## config.mk

```make
export PLATFORM = sky130hd
export DESIGN_NAME = bus_sched_flat
export DESIGN_NICKNAME = d
export VERILOG_FILES = /design/src/rtl/bus_sched_if.sv /design/src/rtl/bus_sched.sv /design/src/flat_wrapper.sv
export SDC_FILE = /design/constraint.sdc
export NUM_CORES = 1
export LEC_CHECK = 0
export ABC_CLOCK_PERIOD_IN_PS = 3490
export CAP_MARGIN = 20
export CORE_MARGIN = 3
export CORE_UTILIZATION = 55
export CTS_BUF_LIST = sky130_fd_sc_hd__clkbuf_4 sky130_fd_sc_hd__clkbuf_8
export CTS_CLUSTER_DIAMETER = 120
export DETAILED_ROUTE_END_ITERATION = 10
export DONT_BUFFER_PORTS = 1
export PLACE_DENSITY_LB_ADDON = 0.2
export SLEW_MARGIN = 40
export SYNTH_ARGS = -nofsm -noshare
export SYNTH_HDL_FRONTEND = slang
export SYNTH_SLANG_ARGS = --single-unit
```

## constraint.sdc

```tcl
create_clock -name clk -period 3.49 [get_ports clk]
set_clock_uncertainty 0.2 [all_clocks]
set_input_delay 0.698 -clock clk [delete_from_list [all_inputs] [get_ports clk]]
set_output_delay 0.698 -clock clk [all_outputs]
set_load 0.02 [all_outputs]
```

## src/rtl/bus_sched_if.sv

```systemverilog
// Signal bundle between the CPU/DMA requesters and the bus cycle scheduler.
// The scheduler takes the slave modport; the requester side takes master.
interface bus_sched_if;
   logic        cpu_req;
   logic [15:0] cpu_addr;
   logic        cpu_rw;
   logic        dma_req;
   logic [15:0] dma_addr;
   logic        dma_rw;
   logic        bus_en;
   logic [15:0] bus_addr;
   logic        bus_rw;
   logic        cpu_ack;
   logic        dma_ack;
   logic        owner;

   modport slave (
      input  cpu_req, cpu_addr, cpu_rw,
      input  dma_req, dma_addr, dma_rw,
      output bus_en, bus_addr, bus_rw,
      output cpu_ack, dma_ack, owner
   );

   modport master (
      output cpu_req, cpu_addr, cpu_rw,
      output dma_req, dma_addr, dma_rw,
      input  bus_en, bus_addr, bus_rw,
      input  cpu_ack, dma_ack, owner
   );
endinterface

```

## src/rtl/bus_sched.sv

```systemverilog
// Bus cycle scheduler: round-robin CPU/DMA arbitration, per-region wait
// states from addr[15:12], and a one-cycle acknowledge to the winner.
module bus_sched #(
   parameter int RAM_WAIT = 0,
   parameter int EXP_WAIT = 1,
   parameter int IO_WAIT  = 2,
   parameter int ROM_WAIT = 1
) (
   input  logic         clk,
   input  logic         rst,
   bus_sched_if.slave   bif
);

   typedef enum logic {IDLE, ACCESS} state_t;

   state_t      state_q, state_d;
   logic [3:0]  cnt_q, cnt_d;
   logic        bus_en_q, bus_en_d;
   logic [15:0] bus_addr_q, bus_addr_d;
   logic        bus_rw_q, bus_rw_d;
   logic        cpu_ack_q, cpu_ack_d;
   logic        dma_ack_q, dma_ack_d;
   logic        owner_q, owner_d;

   logic        grant_dma;
   logic [15:0] win_addr;
   logic [3:0]  win_wait;

   function automatic logic [3:0] region_wait(input logic [3:0] nib);
      logic [3:0] w;
      case (nib)
         4'h0, 4'h1, 4'h2, 4'h3,
         4'h4, 4'h5, 4'h6, 4'h7: w = 4'(RAM_WAIT);
         4'hA, 4'hB, 4'hC:       w = 4'(EXP_WAIT);
         4'hD:                   w = 4'(IO_WAIT);
         4'hE, 4'hF:             w = 4'(ROM_WAIT);
         default:                w = 4'd0;
      endcase
      return w;
   endfunction

   always_comb begin
      state_d    = state_q;
      cnt_d      = cnt_q;
      bus_en_d   = bus_en_q;
      bus_addr_d = bus_addr_q;
      bus_rw_d   = bus_rw_q;
      owner_d    = owner_q;
      cpu_ack_d  = 1'b0;
      dma_ack_d  = 1'b0;
      // On a tie the requester that did not hold the bus last wins.
      grant_dma  = bif.dma_req & (~bif.cpu_req | ~owner_q);
      win_addr   = grant_dma ? bif.dma_addr : bif.cpu_addr;
      win_wait   = region_wait(win_addr[15:12]);

      case (state_q)
         IDLE: begin
            bus_en_d = 1'b0;
            if (bif.cpu_req || bif.dma_req) begin
               state_d    = ACCESS;
               bus_en_d   = 1'b1;
               bus_addr_d = win_addr;
               bus_rw_d   = grant_dma ? bif.dma_rw : bif.cpu_rw;
               owner_d    = grant_dma;
               cnt_d      = win_wait;
               if (win_wait == 4'd0) begin
                  cpu_ack_d = ~grant_dma;
                  dma_ack_d = grant_dma;
               end
            end
         end
         ACCESS: begin
            if (cnt_q != 4'd0) begin
               cnt_d = cnt_q - 4'd1;
               // Ack is registered, so raise it as we enter the final cycle.
               if (cnt_q == 4'd1) begin
                  cpu_ack_d = ~owner_q;
                  dma_ack_d = owner_q;
               end
            end else begin
               state_d  = IDLE;
               bus_en_d = 1'b0;
            end
         end
         default: begin
            state_d  = IDLE;
            bus_en_d = 1'b0;
         end
      endcase
   end

   always_ff @(posedge clk or posedge rst) begin
      if (rst) begin
         state_q    <= IDLE;
         cnt_q      <= 4'd0;
         bus_en_q   <= 1'b0;
         bus_addr_q <= 16'h0000;
         bus_rw_q   <= 1'b1;
         cpu_ack_q  <= 1'b0;
         dma_ack_q  <= 1'b0;
         owner_q    <= 1'b1;
      end else begin
         state_q    <= state_d;
         cnt_q      <= cnt_d;
         bus_en_q   <= bus_en_d;
         bus_addr_q <= bus_addr_d;
         bus_rw_q   <= bus_rw_d;
         cpu_ack_q  <= cpu_ack_d;
         dma_ack_q  <= dma_ack_d;
         owner_q    <= owner_d;
      end
   end

   assign bif.bus_en   = bus_en_q;
   assign bif.bus_addr = bus_addr_q;
   assign bif.bus_rw   = bus_rw_q;
   assign bif.cpu_ack  = cpu_ack_q;
   assign bif.dma_ack  = dma_ack_q;
   assign bif.owner    = owner_q;

endmodule

```

## src/flat_wrapper.sv

```systemverilog
// flat-port wrapper written by rule: the top's interface ports become plain ports
module bus_sched_flat 
#(
   parameter int RAM_WAIT = 0,
   parameter int EXP_WAIT = 1,
   parameter int IO_WAIT  = 2,
   parameter int ROM_WAIT = 1
)
  (clk, rst, bif_cpu_req, bif_cpu_addr, bif_cpu_rw, bif_dma_req, bif_dma_addr, bif_dma_rw, bif_bus_en, bif_bus_addr, bif_bus_rw, bif_cpu_ack, bif_dma_ack, bif_owner);
  bus_sched_if bif_i ();
  input  logic clk;
  input  logic rst;
  input wire logic [$bits(bif_i.cpu_req)-1:0] bif_cpu_req;
  input wire logic [$bits(bif_i.cpu_addr)-1:0] bif_cpu_addr;
  input wire logic [$bits(bif_i.cpu_rw)-1:0] bif_cpu_rw;
  input wire logic [$bits(bif_i.dma_req)-1:0] bif_dma_req;
  input wire logic [$bits(bif_i.dma_addr)-1:0] bif_dma_addr;
  input wire logic [$bits(bif_i.dma_rw)-1:0] bif_dma_rw;
  output wire logic [$bits(bif_i.bus_en)-1:0] bif_bus_en;
  output wire logic [$bits(bif_i.bus_addr)-1:0] bif_bus_addr;
  output wire logic [$bits(bif_i.bus_rw)-1:0] bif_bus_rw;
  output wire logic [$bits(bif_i.cpu_ack)-1:0] bif_cpu_ack;
  output wire logic [$bits(bif_i.dma_ack)-1:0] bif_dma_ack;
  output wire logic [$bits(bif_i.owner)-1:0] bif_owner;
  assign bif_i.cpu_req = bif_cpu_req;
  assign bif_i.cpu_addr = bif_cpu_addr;
  assign bif_i.cpu_rw = bif_cpu_rw;
  assign bif_i.dma_req = bif_dma_req;
  assign bif_i.dma_addr = bif_dma_addr;
  assign bif_i.dma_rw = bif_dma_rw;
  assign bif_bus_en = bif_i.bus_en;
  assign bif_bus_addr = bif_i.bus_addr;
  assign bif_bus_rw = bif_i.bus_rw;
  assign bif_cpu_ack = bif_i.cpu_ack;
  assign bif_dma_ack = bif_i.dma_ack;
  assign bif_owner = bif_i.owner;
  bus_sched #(.RAM_WAIT(RAM_WAIT), .EXP_WAIT(EXP_WAIT), .IO_WAIT(IO_WAIT), .ROM_WAIT(ROM_WAIT)) u_core (.clk(clk), .rst(rst), .bif(bif_i));
endmodule
```

==> metrics <==
outcome=complete, no violations; complex-gate fraction of the synthesized area=between 20% and 30%; Slew headroom=57.7%; Yosys warnings=0; synthesis-to-finish area growth=3.39%; share of cells above drive strength 1=~11%; GRT Total Usage=20.0%; largest net degree at the start of global routing=27; Port Buffers=0; Hold Path Class=primary input to async pin; Die Footprint=~3000 sq um; final hold violation count=0; Startpoint Class=flop; Synth area leaders=dfrtp_1 (45%), a221o_1 (9.8%), and2_1 (5.6%); Final Max Slew Viols=0; Placer Congestion=roughly 0.77; first-pass GRT wire length=about 4.3 mm; Pleak=between 0.6 and 0.7 nW; Die Y=55.2 microns; # resized after CTS=0; Peak Freq=about 0.53 GHz; main combinational cell family by area after synthesis=compound AO/OA/AOI/OAI gates; setup TNS=0 ns; Power Total=around 1.3 mW; setup violators final=0; Total Routed Length=between 2 and 3 mm; Post-synth EDFFs=0; Adder-Cell Fraction of Synth Area=between 2 and 3%; max cap viols=0; CP startpoint=u_core.bif.owner; Net Count, Synth=160; WP data required=roughly 2.6 ns; simple-gate area share of the yosys netlist=between 10% and 20%; Initial Util=between 50% and 60%; post-synth top area cell=dfrtp_1; CTS Buf Count=3; Yosys cell types=33; # rows=17; flops & latches, synth=26; total setup buffers inserted after CTS=0; Clock Pin Slew Worst Setup and Hold Paths=between 0.1 and 0.15 ns; Tmin final=~1.9 ns; Via density=just over 6; Cell Pwr Density=approximately 940 nW/um^2; # nets final=between 150 and 200; vias in the first global route=953; clock sink count=26; GRT overflow=0; sw frac=between 40% and 50%; Antenna Cells=0; Die Span X=between 50 and 60 microns; Critical R2R Launch=u_core.bif.owner; Seq pwr share=between 50% and 60%; cell internal pwr=766 uW; Clock Latency Late Sink=between 0.3 and 0.4 ns; dpl hpwl=2.03 mm; Syn Area/Cell=~11 sq um; worst-path fanout max=6; Setup CP Type=flop to output pin; initial antenna violation count=0; top-level I/O count=59; Root Buffer=clkbuf_4; Post-Syn Area=between 1000 and 1500 sq um; Post-synth ARST share=100%; CTS tree=yes; Yosys top cell area share=around 45%; Cells after Synth=about 120; crit end category=output pin; iteration-0 DRC count of the detailed router=13; Final period util=54.2%; XOR/XNOR Fraction of Synth Area=0%; Hold Buf Count CTS=0; switching power=521 uW; drt drc=0; ANT nets after route=0; Worst EP arrival=between 0.9 and 1 ns; clock network fraction of total power=about 16%; unrepaired setup endpoints after global routing=no; Most used DFF post-synth=dfrtp_1; sequential element share of the synthesized area=between 40% and 50%; H-tree levels=1; clock buffer depth=2; Filler cells=approximately 200; Core Footprint=2250 sq um; detailed-route wire length per cell=around 19 microns; total number of vias=892; VDD IR max=a little under 0.5 mV; combinational share of power=29.9%; slew at the pin with the worst max-slew slack=about 0.63 ns; mux share of post-synthesis cell area=under 10%; count of TritonRoute iterations in the first routing pass=4
==> cell usage in the layout, fill, tap and decap left out, drive strengths merged, types with 3 or more instances in the layout <==
cell type,count
and2,13
ha,3
nor2b,4
clkbuf,3
dfrtp,24
o21ai,9
mux2i,5
inv,9
nand2,7
a221o,13
==> flip-flops by register name, summed over array words and instances, names as in the netlist <==
name and count:
u_core.bif.owner 1, u_core.state_q 1, u_core.bif.dma_ack 1, u_core.cnt_q 4
u_core.bif.cpu_ack 1, u_core.bif.bus_en 1, u_core.bif.bus_rw 1, u_core.bif.bus_addr 16
==> cell type report <==
| cell class | count | area, sq um | share of cell area (%) |
|---|---|---|---|
| tap | 28 | 35.0 | 2.55 |
| multi-input combinational | 79 | 601 | 43.7 |
| clock buffer | 3 | 22.5 | 1.64 |
| inverter | 9 | 33.8 | 2.46 |
| clock inverter | 1 | 30.0 | 2.18 |
| sequential | 26 | 653 | 47.5 |
==> per-layer routing <==
metal,global-route usage [%],wire (microns)
met5,0,0
met4,9.72,42
met3,6.97,262
met2,30.9,1320
met1,24.8,1080
==> power by group through the flow <==
stage          sequential (mW)  combinational, mW  clock [mW]
6_report                 0.693              0.384       0.209
2_1_floorplan            0.670              0.343           0
3_5_place_dp             0.701              0.387           0
5_1_grt                  0.715              0.451       0.226
4_1_cts                  0.696              0.388       0.213
3_3_place_gp             0.700              0.372           0
==> cells in the mapped netlist, drive strengths merged, types with 2 or more instances <==
| master | number |
|---|---|
| inv | 9 |
| nor2b | 4 |
| a211o | 2 |
| buf | 4 |
| o21ai | 9 |
| nand4b | 2 |
| ha | 3 |
| mux2i | 5 |
| a22o | 2 |
| dfrtp | 24 |
| dfstp | 2 |
| nand2 | 7 |
| a21oi | 2 |
| nor3 | 2 |
| a221o | 13 |
| and2 | 13 |
| and3 | 2 |
==> metrics by stage <==
stage | setup WS (ns) | util (%) | std cells | hold slack (ns) | cell area [sq um]
after CTS | 1.59 | 61.0 | 146 | 0.0856 | 1380
after global placement | 1.42 | 58.7 | 142 | 0.349 | 1320
after detailed placement | 1.40 | 58.7 | 142 | 0.364 | 1320
after floorplan | 1.62 | - | 119 | 0.318 | 1330
final | 1.60 | 61.0 | 146 | 0.0725 | 1380
after global routing | 1.52 | 61.0 | 146 | 0.0815 | 1380
==> path summary, 6_finish.rpt <==
path                       slack, ns  depth (start not counted)                      to
max                             1.60                          0               bif_owner
min                             0.07                          1  u_core.bif.bus_addr[4]
max reg2reg                     1.63                          3         u_core.cnt_q[1]
min reg2reg                     0.37                          2         u_core.cnt_q[3]
max in group asynchronous       2.65                          1        u_core.bif.owner
min in group clk                0.23                          1        u_core.bif.owner
==> cell families after synthesis <==
kind of cell    count (synthesis)
flops                          26
fa+ha+maj                       3
simple gates                   35
mux                             6
buf+inv                        14
compound gates                 35
(Power assumes the default switching activity.)
==> RTL edit (config.mk and constraints unchanged) <==
Take the reset off `bus_addr_q` and load it in a clocked block of its own.
--- a/src/rtl/bus_sched.sv
+++ b/src/rtl/bus_sched.sv
@@ -96,3 +96,2 @@
          bus_en_q   <= 1'b0;
-         bus_addr_q <= 16'h0000;
          bus_rw_q   <= 1'b1;
@@ -105,3 +104,2 @@
          bus_en_q   <= bus_en_d;
-         bus_addr_q <= bus_addr_d;
          bus_rw_q   <= bus_rw_d;
@@ -111,2 +109,6 @@
       end
+   end
+
+   always_ff @(posedge clk) begin
+      bus_addr_q <= bus_addr_d;
    end
Formal check against the unedited RTL: not equivalent (a bounded check fails within 4 cycles, from zero or initial values and one cycle with rst high).
==> RTL edit against the unedited design <==
- via count fell by 15%
- maximum frequency decreased by 0.46%
- global-route usage is 5.0 points lower
- wire length decreased by 24%
- sequential cell count is the same
- cell area down 4.8%
- synthesized area decreased by 5.0%
- worst setup slack got worse by 8.7 ps
- total power is 18% lower
- critical endpoint unchanged
- utilization rose by 2.5 points
- sequential power is 8.1% lower
- die area fell by 4.4%
==> RTL edit: results (changes against the unedited design) <==
- FF-to-FF End: u_core.bif.bus_addr[9]
- Min-Delay Path Class: in2async
- R2R cell count: 2 (-1)
- Status: finished, final reports clean
- DP HPWL: 1600 um (-21%)
- DRT iter0 DRCs: 4 (-9)
- VDD IR max: 0.4707 mV (-3.0%)
- Sequential element share of the synthesized area: 58.02% (+8.9 points)
- Vias in the first global route: 693 (-27%)
- Worst Tran Pin Value: 678.3 ps (+46.93 ps)
- Vias post-DR: 755 (-15%)
- Top_reg_cell synth: edfxtp_1
- First-pass GRT wire length: 3049 um (-29%)
- Largest net degree at the start of global routing: 23 (-15%)
- Async S/R FF share, synth: 38.46% (-62 points)
- Synthesis Warnings: 0 (unchanged)
- Pre-CTS setup slack: 1336 ps (-60.23 ps)
- Leakage: 0.4863 nW (-22%)
- Distinct cells, synth: 27 (-18%)
- Multiplexer share of the synthesized area: 16.63% (+12 points)
- Area contributors post-synth: edfxtp_1, dfrtp_1, mux2_2
- DRT Wirelength: 2063 um (-24%)
- Total GRT Usage: 15.04% (-5.0 points)
- Final nets: 138 (-14%)
- Clock transition at path regs: 130 ps
- RePlAce Congestion: 0.7451 (-2.8%)
- Synth Area in Adders: 2.970% (+0.15 points)
- Synth Area in Compound Gates: 11.29% (-10 points)
- Layout cell share with drive strength beyond 1: 27.08% (+16 points)
- H-tree depth: 1 (unchanged)
- EDFF count, synth: 16 (+16)
==> RTL edit: metal layers <==
metal / track usage [%] / part of all wire [%] / vias to the layer above / routed length, um
li1: - / - / 356 / -
met1: 18.76 / 42 / 351 / 874
met2: 22.38 / 46 / 43 / 939
met3: 6.094 / 10 / 5 / 211
met4: 7.660 / 1.8 / 0 / 38
met5: 0 / 0 / - / 0
==> RTL edit: cell families after synthesis <==
family                     after synthesis
and+or+nand+nor                         18
AOI/OAI and AO/OA                       20
muxes                                   19
DFF                                     26
adders and majority gates                3
buffers and inverters                    8
==> RTL edit: layout make-up <==
cell class / instances / area (um^2)
clock buffer: 3 / 22.52
multi-input combinational: 60 / 493.0
fill: 162 / 753.2
tap: 27 / 33.78
clock inverter: 1 / 3.754
inverter: 6 / 22.52
sequential: 26 / 733.2
==> RTL edit: worst max path at each step <==
stage,startpoint,end,slack [ps]
6_report,u_core.bif.owner,bif_owner,1590
5_1_grt,u_core.bif.owner,u_core.bif.bus_addr[9],1500
4_1_cts,u_core.bif.owner,u_core.bif.bus_addr[2],1570
3_5_place_dp,bif_dma_req,u_core.bif.bus_addr[2],1340
3_3_place_gp,bif_cpu_req,u_core.bif.bus_addr[1],1350
2_1_floorplan,bif_cpu_req,u_core.bif.bus_addr[0],1260
==> RTL edit: where the power goes <==
| group | switching, mW | internal [mW] | leakage [nW] |
|---|---|---|---|
| logic | 0.173 | 0.127 | 0.205 |
| registers | 0.164 | 0.472 | 0.266 |
| clock network | 0.0824 | 0.0419 | 0.0154 |
| total | 0.420 | 0.641 | 0.486 |
==> RTL edit: metrics by stage <==
stage	cells	hold WS, ps	util (%)	cell area (um^2)
global placement	119	273.2	61.95	1277
CTS	123	27.01	63.47	1309
detailed placement	119	287.3	62.20	1282
floorplan	94	251.5	-	1264
finish	123	11.26	63.47	1309
global route	123	24.94	63.47	1309
